### src/rtl/sr_driver_pkg.sv
// Shared encodings and default parameter values for the SR latch front-end.
package sr_driver_pkg;

  typedef enum logic [1:0] {
    ST_IDLE   = 2'd0,
    ST_STROBE = 2'd1,
    ST_GAP    = 2'd2
  } drv_state_t;

  typedef enum logic [1:0] {
    CMD_NONE  = 2'd0,
    CMD_SET   = 2'd1,
    CMD_RESET = 2'd2
  } cmd_t;

  localparam int unsigned DEF_DEBOUNCE_CYCLES = 4;
  localparam int unsigned DEF_PULSE_CYCLES    = 2;
  localparam int unsigned DEF_GAP_CYCLES      = 1;

endpackage

### src/rtl/button_debouncer.sv
// Two-flop synchroniser, stability counter and registered rising-edge pulse
// for one raw push button.
module button_debouncer
  import sr_driver_pkg::*;
#(
  parameter int unsigned DEBOUNCE_CYCLES = DEF_DEBOUNCE_CYCLES
) (
  input  logic clock,
  input  logic reset,
  input  logic button,
  output logic level,
  output logic rise
);

  localparam int unsigned CW = $clog2(DEBOUNCE_CYCLES) + 1;
  localparam logic [CW-1:0] CNT_LAST = CW'(DEBOUNCE_CYCLES - 1);

  logic          sync1;
  logic          sync2;
  logic          level_q;
  logic          level_d;
  logic          rise_q;
  logic [CW-1:0] cnt;

  always_ff @(posedge clock) begin
    if (reset) begin
      sync1   <= 1'b0;
      sync2   <= 1'b0;
      level_q <= 1'b0;
      level_d <= 1'b0;
      rise_q  <= 1'b0;
      cnt     <= '0;
    end else begin
      sync1   <= button;
      sync2   <= sync1;
      level_d <= level_q;
      rise_q  <= level_q & ~level_d;
      // Counter only runs while the input disagrees, so it never passes CNT_LAST.
      if (sync2 == level_q) begin
        cnt <= '0;
      end else if (cnt == CNT_LAST) begin
        level_q <= sync2;
        cnt     <= '0;
      end else begin
        cnt <= cnt + 1'b1;
      end
    end
  end

  assign level = level_q;
  assign rise  = rise_q;

endmodule

### src/rtl/sr_latch_driver.sv
// Debounced set/reset request arbitration producing fixed-width, mutually
// exclusive strobes for the gated SR latch.
module sr_latch_driver
  import sr_driver_pkg::*;
#(
  parameter int unsigned DEBOUNCE_CYCLES = DEF_DEBOUNCE_CYCLES,
  parameter int unsigned PULSE_CYCLES    = DEF_PULSE_CYCLES,
  parameter int unsigned GAP_CYCLES      = DEF_GAP_CYCLES
) (
  input  logic clock,
  input  logic reset,
  input  logic buttonSet,
  input  logic buttonReset,
  output logic latchSet,
  output logic latchReset,
  output logic busy,
  output logic dropped
);

  localparam int unsigned MAX_CYC = (PULSE_CYCLES > GAP_CYCLES) ? PULSE_CYCLES : GAP_CYCLES;
  localparam int unsigned CW      = $clog2(MAX_CYC) + 1;
  localparam logic [CW-1:0] PULSE_LAST = CW'(PULSE_CYCLES - 1);
  localparam logic [CW-1:0] GAP_LAST   = CW'(GAP_CYCLES - 1);

  logic req_set;
  logic req_reset;
  logic level_set;
  logic level_reset;

  drv_state_t    state, state_n;
  cmd_t          cmd, cmd_n;
  logic [CW-1:0] cnt, cnt_n;
  logic          drop_n;

  button_debouncer #(.DEBOUNCE_CYCLES(DEBOUNCE_CYCLES)) u_deb_set (
    .clock  (clock),
    .reset  (reset),
    .button (buttonSet),
    .level  (level_set),
    .rise   (req_set)
  );

  button_debouncer #(.DEBOUNCE_CYCLES(DEBOUNCE_CYCLES)) u_deb_reset (
    .clock  (clock),
    .reset  (reset),
    .button (buttonReset),
    .level  (level_reset),
    .rise   (req_reset)
  );

  always_comb begin
    state_n = state;
    cmd_n   = cmd;
    cnt_n   = cnt;
    drop_n  = 1'b0;
    unique case (state)
      ST_IDLE: begin
        if (req_set && req_reset) begin
          drop_n = 1'b1;
        end else if (req_set) begin
          cmd_n   = CMD_SET;
          state_n = ST_STROBE;
          cnt_n   = '0;
        end else if (req_reset) begin
          cmd_n   = CMD_RESET;
          state_n = ST_STROBE;
          cnt_n   = '0;
        end
      end
      ST_STROBE: begin
        drop_n = req_set | req_reset;
        if (cnt == PULSE_LAST) begin
          state_n = ST_GAP;
          cnt_n   = '0;
        end else begin
          cnt_n = cnt + 1'b1;
        end
      end
      ST_GAP: begin
        drop_n = req_set | req_reset;
        if (cnt == GAP_LAST) begin
          state_n = ST_IDLE;
          cmd_n   = CMD_NONE;
          cnt_n   = '0;
        end else begin
          cnt_n = cnt + 1'b1;
        end
      end
      default: begin
        state_n = ST_IDLE;
        cmd_n   = CMD_NONE;
        cnt_n   = '0;
      end
    endcase
  end

  // Outputs are decoded from next-state so they change on the same edge as the FSM.
  always_ff @(posedge clock) begin
    if (reset) begin
      state      <= ST_IDLE;
      cmd        <= CMD_NONE;
      cnt        <= '0;
      latchSet   <= 1'b0;
      latchReset <= 1'b0;
      busy       <= 1'b0;
      dropped    <= 1'b0;
    end else begin
      state      <= state_n;
      cmd        <= cmd_n;
      cnt        <= cnt_n;
      latchSet   <= (state_n == ST_STROBE) && (cmd_n == CMD_SET);
      latchReset <= (state_n == ST_STROBE) && (cmd_n == CMD_RESET);
      busy       <= (state_n != ST_IDLE);
      dropped    <= drop_n;
    end
  end

endmodule
### config.mk
export PLATFORM = sky130hd
export DESIGN_NAME = sr_latch_driver
export DESIGN_NICKNAME = d
export VERILOG_FILES = /design/src/rtl/sr_driver_pkg.sv /design/src/rtl/button_debouncer.sv /design/src/rtl/sr_latch_driver.sv
export SDC_FILE = /design/constraint.sdc
export NUM_CORES = 1
export LEC_CHECK = 0
export CAP_MARGIN = 20
export CORE_MARGIN = 4
export CORE_UTILIZATION = 55
export CTS_CLUSTER_DIAMETER = 30
export DETAILED_ROUTE_END_ITERATION = 10
export PLACE_DENSITY = 0.84
export SYNTH_ARGS = -nofsm -noshare
export SYNTH_HDL_FRONTEND = slang
export SYNTH_SLANG_ARGS = --single-unit
### constraint.sdc
create_clock -name clock -period 1.97 [get_ports clock]
set_clock_uncertainty 0.1 [all_clocks]
set_input_delay 0.2955 -clock clock [delete_from_list [all_inputs] [get_ports clock]]
set_output_delay 0.2955 -clock clock [all_outputs]
set_load 0.05 [all_outputs]
## Word-level counts from Yosys, hierarchy flattened

Index checks and enable logic that the tools add are counted.
Widths: inputs -> output; s select.

| word-level totals | value |
|---|---|
| input bits | 4 |
| word-level logic and storage cells | 72 |
| output and inout bits | 4 |
| bits in registers | 26 |

| operators by class | value |
|---|---|
| $add $sub $neg | 3 |
| bitwise operators | 7 |
| muxes and demuxes | 19 |
| reduce and logical (&&, ||, !) cells | 12 |
| equality and inequality tests | 12 |

Operators with widths:

| kind | count |
|---|---|
| $mux 2 | 14 |
| $pmux 2 s3 | 3 |
| $eq 2x1->1 const B | 4 |
| $add 3x1->3 const B | 2 |
| $eq 3x2->1 const B | 2 |
| $reduce_and 2->1 | 3 |
| $reduce_or 3->1 | 2 |
| $eq 2x2->1 const B | 2 |
| $logic_not 2->1 | 2 |
| $not 1->1 | 4 |
| $logic_and 1x1->1 | 3 |
| $ne 3x1->1 const B | 1 |
| $add 2x1->2 const B | 1 |
| $and 1x1->1 | 2 |
| $eq 1x1->1 | 2 |
| $ne 2x2->1 const B | 1 |
| $pmux 1 s2 | 1 |
| $reduce_bool 2->1 | 1 |
| $reduce_or 2->1 | 1 |
| $mux 1 | 1 |
| $or 1x1->1 | 1 |

## Depth between registers and ports, before layout

Gate-level depths: netlist of the first run.

| depth | value |
|---|---|
| word-level depth | 6 |
| gate-level depth with buffers | 6 |
| depth with buffers taken out | 6 |

## Modules after synthesis

A second synthesis of the first run with hierarchy kept.

| unflattened totals | value |
|---|---|
| cell total of the unflattened synthesis | 104 |
| area total of the unflattened synthesis | 1094.8 um^2 |

Modules (own cells, without submodules):

| module | area an instance (um^2) | cells an instance | times used | seq. area each (um^2) |
|---|---|---|---|---|
| sr_latch_driver | 561.8 | 62 | 1 | 200.2 |
| button_debouncer | 266.5 | 21 | 2 | 160.2 |

## Worst setup path after synthesis of the first run

Ideal clock, no wire load.

| path | value |
|---|---|
| path type | register to register |
| from | register state[0] |
| to | register latchReset |
| arrival | 1496 ps |
| required time | 1778 ps |
| stages on the path, launching flop included | 7 |
| path buffers | 1 |
| setup time | 92 ps |
| clock period less this slack | 1688 ps |
| setup slack | 282 ps |
| path through | dfxtp_1 > inv_1 > ha_1 > clkbuf_1 > nor3_1 > a211o_1 > nor4_1 |

| between the ends | value |
|---|---|
| cells in the longest elaborated chain, start to end | 6 |
| elaborated cells on any way between the ends | 13 |
| classes of those cells | eq/ne: 4; mux: 7; reduce/logical: 2 |

Ends and longest elaborated chain:

| element | RTL line | RTL |
|---|---|---|
| start, declared | sr_latch_driver.sv:30 | `drv_state_t state, state_n;` |
| start signal, assigned | sr_latch_driver.sv:108 | `state <= state_n;` |
| $mux 2 | sr_latch_driver.sv:64 | `end else if (req_reset) begin` |
| $mux 2 | sr_latch_driver.sv:60 | `end else if (req_set) begin` |
| $mux 2 | sr_latch_driver.sv:58 | `if (req_set && req_reset) begin` |
| $pmux 2 s3 | sr_latch_driver.sv:56 | `unique case (state)` |
| $eq 2x1->1 | sr_latch_driver.sv:112 | `latchReset <= (state_n == ST_STROBE) && (cmd_n == CMD_RESET);` |
| $logic_and 1x1->1 * | sr_latch_driver.sv:112 |  |
| end signal, assigned | sr_latch_driver.sv:112 |  |
| end, declared | sr_latch_driver.sv:15 | `output logic latchReset,` |

Every way passes the cells marked *; elsewhere a longest branch is shown, timed or not.
A chain may end at the register's enable or synchronous reset.

## Worst setup path in the final report of the first run

| path | value |
|---|---|
| from | register latchReset |
| to | output latchReset |

No word-level cell between the ends.

==> results of run 1 <==
[sequential cells by signal, indices dropped and copies added (netlist names), 2 cells and up]
signal	cells
u_deb_reset.cnt	3
u_deb_set.cnt	3
cmd	2
cnt	2
state	2
[stage by stage]
step | setup WS [ns] | cell area (µm²)
after floorplan | 0.282 | 1090
after global placement | 0.258 | 1190
after detailed placement | 0.172 | 1190
after CTS | 0.122 | 1230
after global routing | 0.0352 | 1230
final | 0.146 | 1230
[routing by layer]
metal	wire length, µm	global-route usage [%]	vias up
met4	12	6.81	0
met5	0	0	-
li1	-	-	396
met2	829	24.6	9
met1	751	15.0	345
met3	51	3.42	2
[where the power goes]
part	switching (mW)	total [mW]	internal, mW
combinational	0.00976	0.0212	0.0114
sequential	0.00203	0.533	0.531
clock	0.139	0.252	0.113
[layout make-up]
class                   count  area share [%]
multi-input cells          74            43.1
flip-flops and latches     26            42.3
repair buffers              8            6.31
clock buffers               4            2.95
inverters                   9            2.75
well taps                  25            2.54
[placed cells by master (no fill, tap or decap), types with 2 or more instances in the layout]
cell type and n:
sky130_fd_sc_hd__clkbuf_4 3, sky130_fd_sc_hd__a22o_1 4, sky130_fd_sc_hd__and3_1 2, sky130_fd_sc_hd__nor2b_1 10, sky130_fd_sc_hd__mux2i_1 2, sky130_fd_sc_hd__dfxtp_1 26, sky130_fd_sc_hd__clkdlybuf4s50_1 7, sky130_fd_sc_hd__inv_1 9
sky130_fd_sc_hd__a22oi_1 2, sky130_fd_sc_hd__a31oi_1 2, sky130_fd_sc_hd__or3_1 3, sky130_fd_sc_hd__o21ai_0 2, sky130_fd_sc_hd__nor4_1 2, sky130_fd_sc_hd__nor2_1 15, sky130_fd_sc_hd__nand2_1 2, sky130_fd_sc_hd__nor3_1 3
sky130_fd_sc_hd__ha_1 12, sky130_fd_sc_hd__a21oi_1 2, sky130_fd_sc_hd__xnor2_1 3
[Yosys cell counts (all sizes together)]
| cell | number | area (µm²) |
|---|---|---|
| nand2 | 2 | 7.51 |
| o31ai | 1 | 7.51 |
| mux2i | 2 | 20.0 |
| nor2 | 15 | 56.3 |
| a211o | 1 | 8.76 |
| a21oi | 2 | 10.0 |
| and3 | 2 | 12.5 |
| nand2b | 1 | 13.8 |
| a22oi | 2 | 15.0 |
| inv | 9 | 33.8 |
| nor3 | 3 | 15.0 |
| nand3 | 1 | 5.00 |
| a211oi | 1 | 7.51 |
| dfxtp | 26 | 521 |
| a22o | 4 | 35.0 |
| xnor2 | 3 | 26.3 |
| ha | 12 | 150 |
| clkbuf | 2 | 7.51 |
| or3 | 3 | 18.8 |
| nor4 | 2 | 12.5 |
| nor2b | 10 | 62.6 |
| or2 | 1 | 6.26 |
| a31oi | 2 | 12.5 |
| a21boi | 1 | 7.51 |
| o21ai | 2 | 10.0 |
| maj3 | 1 | 10.0 |
[final timing paths]
kind                                   from                          end  slack [ns]  depth (start not counted)
min          u_deb_reset.level_d$_SDFF_PP0_  u_deb_reset.rise$_SDFF_PP0_        0.30                          1
max                   latchReset$_SDFF_PP0_                   latchReset        0.15                          1
max reg2reg             state[0]$_SDFF_PP0_          latchSet$_SDFF_PP0_        0.15                          6
min reg2reg  u_deb_reset.level_d$_SDFF_PP0_  u_deb_reset.rise$_SDFF_PP0_        0.30                          1
[kinds of logic after synthesis]
family / count (synthesis) / share of synthesized area [%]
flip-flops: 26 / 47.7
multiplexers: 2 / 1.83
buffers and inverters: 11 / 3.78
AO/OA/AOI/OAI: 16 / 10.4
XOR/XNOR: 3 / 2.41
adder cells (fa/ha/maj): 13 / 14.7
AND/OR/NAND/NOR: 40 / 19.2
==> flow_results.org, run 1 <==
** Status
- The flow ran to the end, and the final reports show no timing, DRC or antenna violations.

** Clock network
- The tree built by TritonCTS fans out to 26 sinks.
- Count of hold buffers inserted by post-cts repair :: 0
- For the worst-skew pair, the clock arrives at the later sink with an insertion delay of 0.30 ns.
- Clock transition time at the flip-flop clock pins of the worst setup and hold paths :: 0.12 ns
- Once the clock tree was built, the setup fixing pass inserted 0 buffers.
- The number of clock buffers added by TritonCTS is 3.
- Post-CTS repair changed the size of 0 cells.
- Counting along the longest clock path gives a buffer depth of 2.
- The root buffer cell chosen for the clock tree is sky130_fd_sc_hd__clkbuf_4.
- H-Tree Level Count :: 1
- TritonCTS built the clock tree.

** Route
- Drt total wl :: 1650 µm
- In this run the remaining antenna-violating nets after routing total 0.
- Total via count in the routed design :: 752
- In the routed design, unresolved DRC markers number 0.
- The first detailed-routing pass ran for 3 iterations.
- In the final routed layout, each cell accounts on average for 11.3 µm.
- Detailed Route Iter0 Violations :: 23
- In the routed layout, each cell is associated on average with a via count of 5.15.

** Synthesis
- Syn. warnings :: 0
- For this run, the register share of the synthesized area comes to 47.7%.
- The number of nets handed over by synthesis was 127.
- In the synthesized netlist, the number of instances is 111.
- Averaged over all synthesized cells, the footprint is 9.84 µm².
- Seq cells post-synth :: 26
- Number of unique standard cell types used by synthesis :: 26
- Combined area of all synthesized cells :: 1090 µm²

** Critical path
- Critical path peak fanout :: 1
- STA classifies the critical path startpoint as a register.
- The setup path with the least slack is of type register to primary output.
- STA classifies the critical path endpoint as a primary output.
- Maximum single-stage delay on the critical path :: 0.79 ns
- Data required time of the critical path :: 1.57 ns
- CP arrival :: 1.43 ns
- Slowest cell on crit path :: sky130_fd_sc_hd__clkdlybuf4s50_1
- Together, buffers and inverters on the worst path number 1.
- Crit path cell chain :: clkdlybuf4s50_1
- The kind of cell with the highest combined delay along the critical path is buffers and inverters.

** STA
- The number of endpoints with negative hold slack in the final report is 0.
- Worst Tran Pin Value :: 0.493 ns
- The final max-slew violation count is 0.
- Setup violations remaining at the end of the flow were counted as 0.
- The worst path uses 92.6% of the clock period.
- Setup repair after global routing missed its margin :: false
- Worst Hold Margin :: 0.297 ns
- Subtracting the final worst setup slack from the clock period gives 1.82 ns.
- Adding up every negative setup slack in the final design gives 0 ns.
- Worst slew slack as a fraction of its limit :: 67.1%
- For this run, the top clock speed supported by timing is 0.548 GHz.

** Floorplanning
- Core region area :: 1800 µm²
- The initial utilization of the core area, before any placement, comes to 60.6%.
- Die outline height :: 52.6 µm
- The floorplan has 15 rows.
- Width of the die :: 52.6 µm
- During I/O placement, the number of pins put on the boundary was 8.
- The die covers 2760 µm².

** Pwr
- Peak ir drop on the vdd network :: 0.469 mV
- For this design the static power due to leakage is 0.491 nW.
- Pwr dens :: 655 nW/µm²
- Overall power consumption after layout is estimated at 0.806 mW.

** Final layout
- In the final layout, the share of cells above drive strength 1 is 5.79%.
- Final core area utilization :: 68.3%
- In the final layout, the multi-input gates occupy 531 µm².
- Layout overhead on the synthesized area :: 12.6%
- Registers take 520 µm².
- Once layout is complete, the cells apart from fillers number 146.
- Total Nets Final :: 138
- Number of inserted filler cells in the final layout :: 144
- The number of antenna diodes in the final layout is 0.

** Global routing
- Across every metal layer, demand over resource in global routing totals 13.8%.
- First-pass GRT wire length :: 2800 µm
- The initial antenna violation count was 0.
- Number of global-route vias before repair :: 703
- For this run the aggregate overflow at the end of global routing stands at 0.
- Entering global routing, the biggest net connects 15 pins.

** Placed design
- The HPWL after detailed placement is 1310 µm.
- Routability-driven placement finished with a final weighted congestion of 0.881.
- Number of buffers inserted by port buffering :: 7
- Cells after DPL :: 142

** Hold path
- Worst Hold Class :: register to register

** Flow run
- Number of maximum-capacitance constraint violations :: 0
No activity file was read; power rests on OpenSTA's default activity.
==> inputs of run 2 (changes only) <==
--- a/config.mk
+++ b/config.mk
@@ -10,6 +10,7 @@
 export CORE_UTILIZATION = 55
 export CTS_CLUSTER_DIAMETER = 30
 export DETAILED_ROUTE_END_ITERATION = 10
+export HOLD_SLACK_MARGIN = 0.02
 export PLACE_DENSITY = 0.84
 export SYNTH_ARGS = -nofsm -noshare
 export SYNTH_HDL_FRONTEND = slang
==> results of run 2 <==
The final DEF is identical to that of run 1; final timing and power are the same.
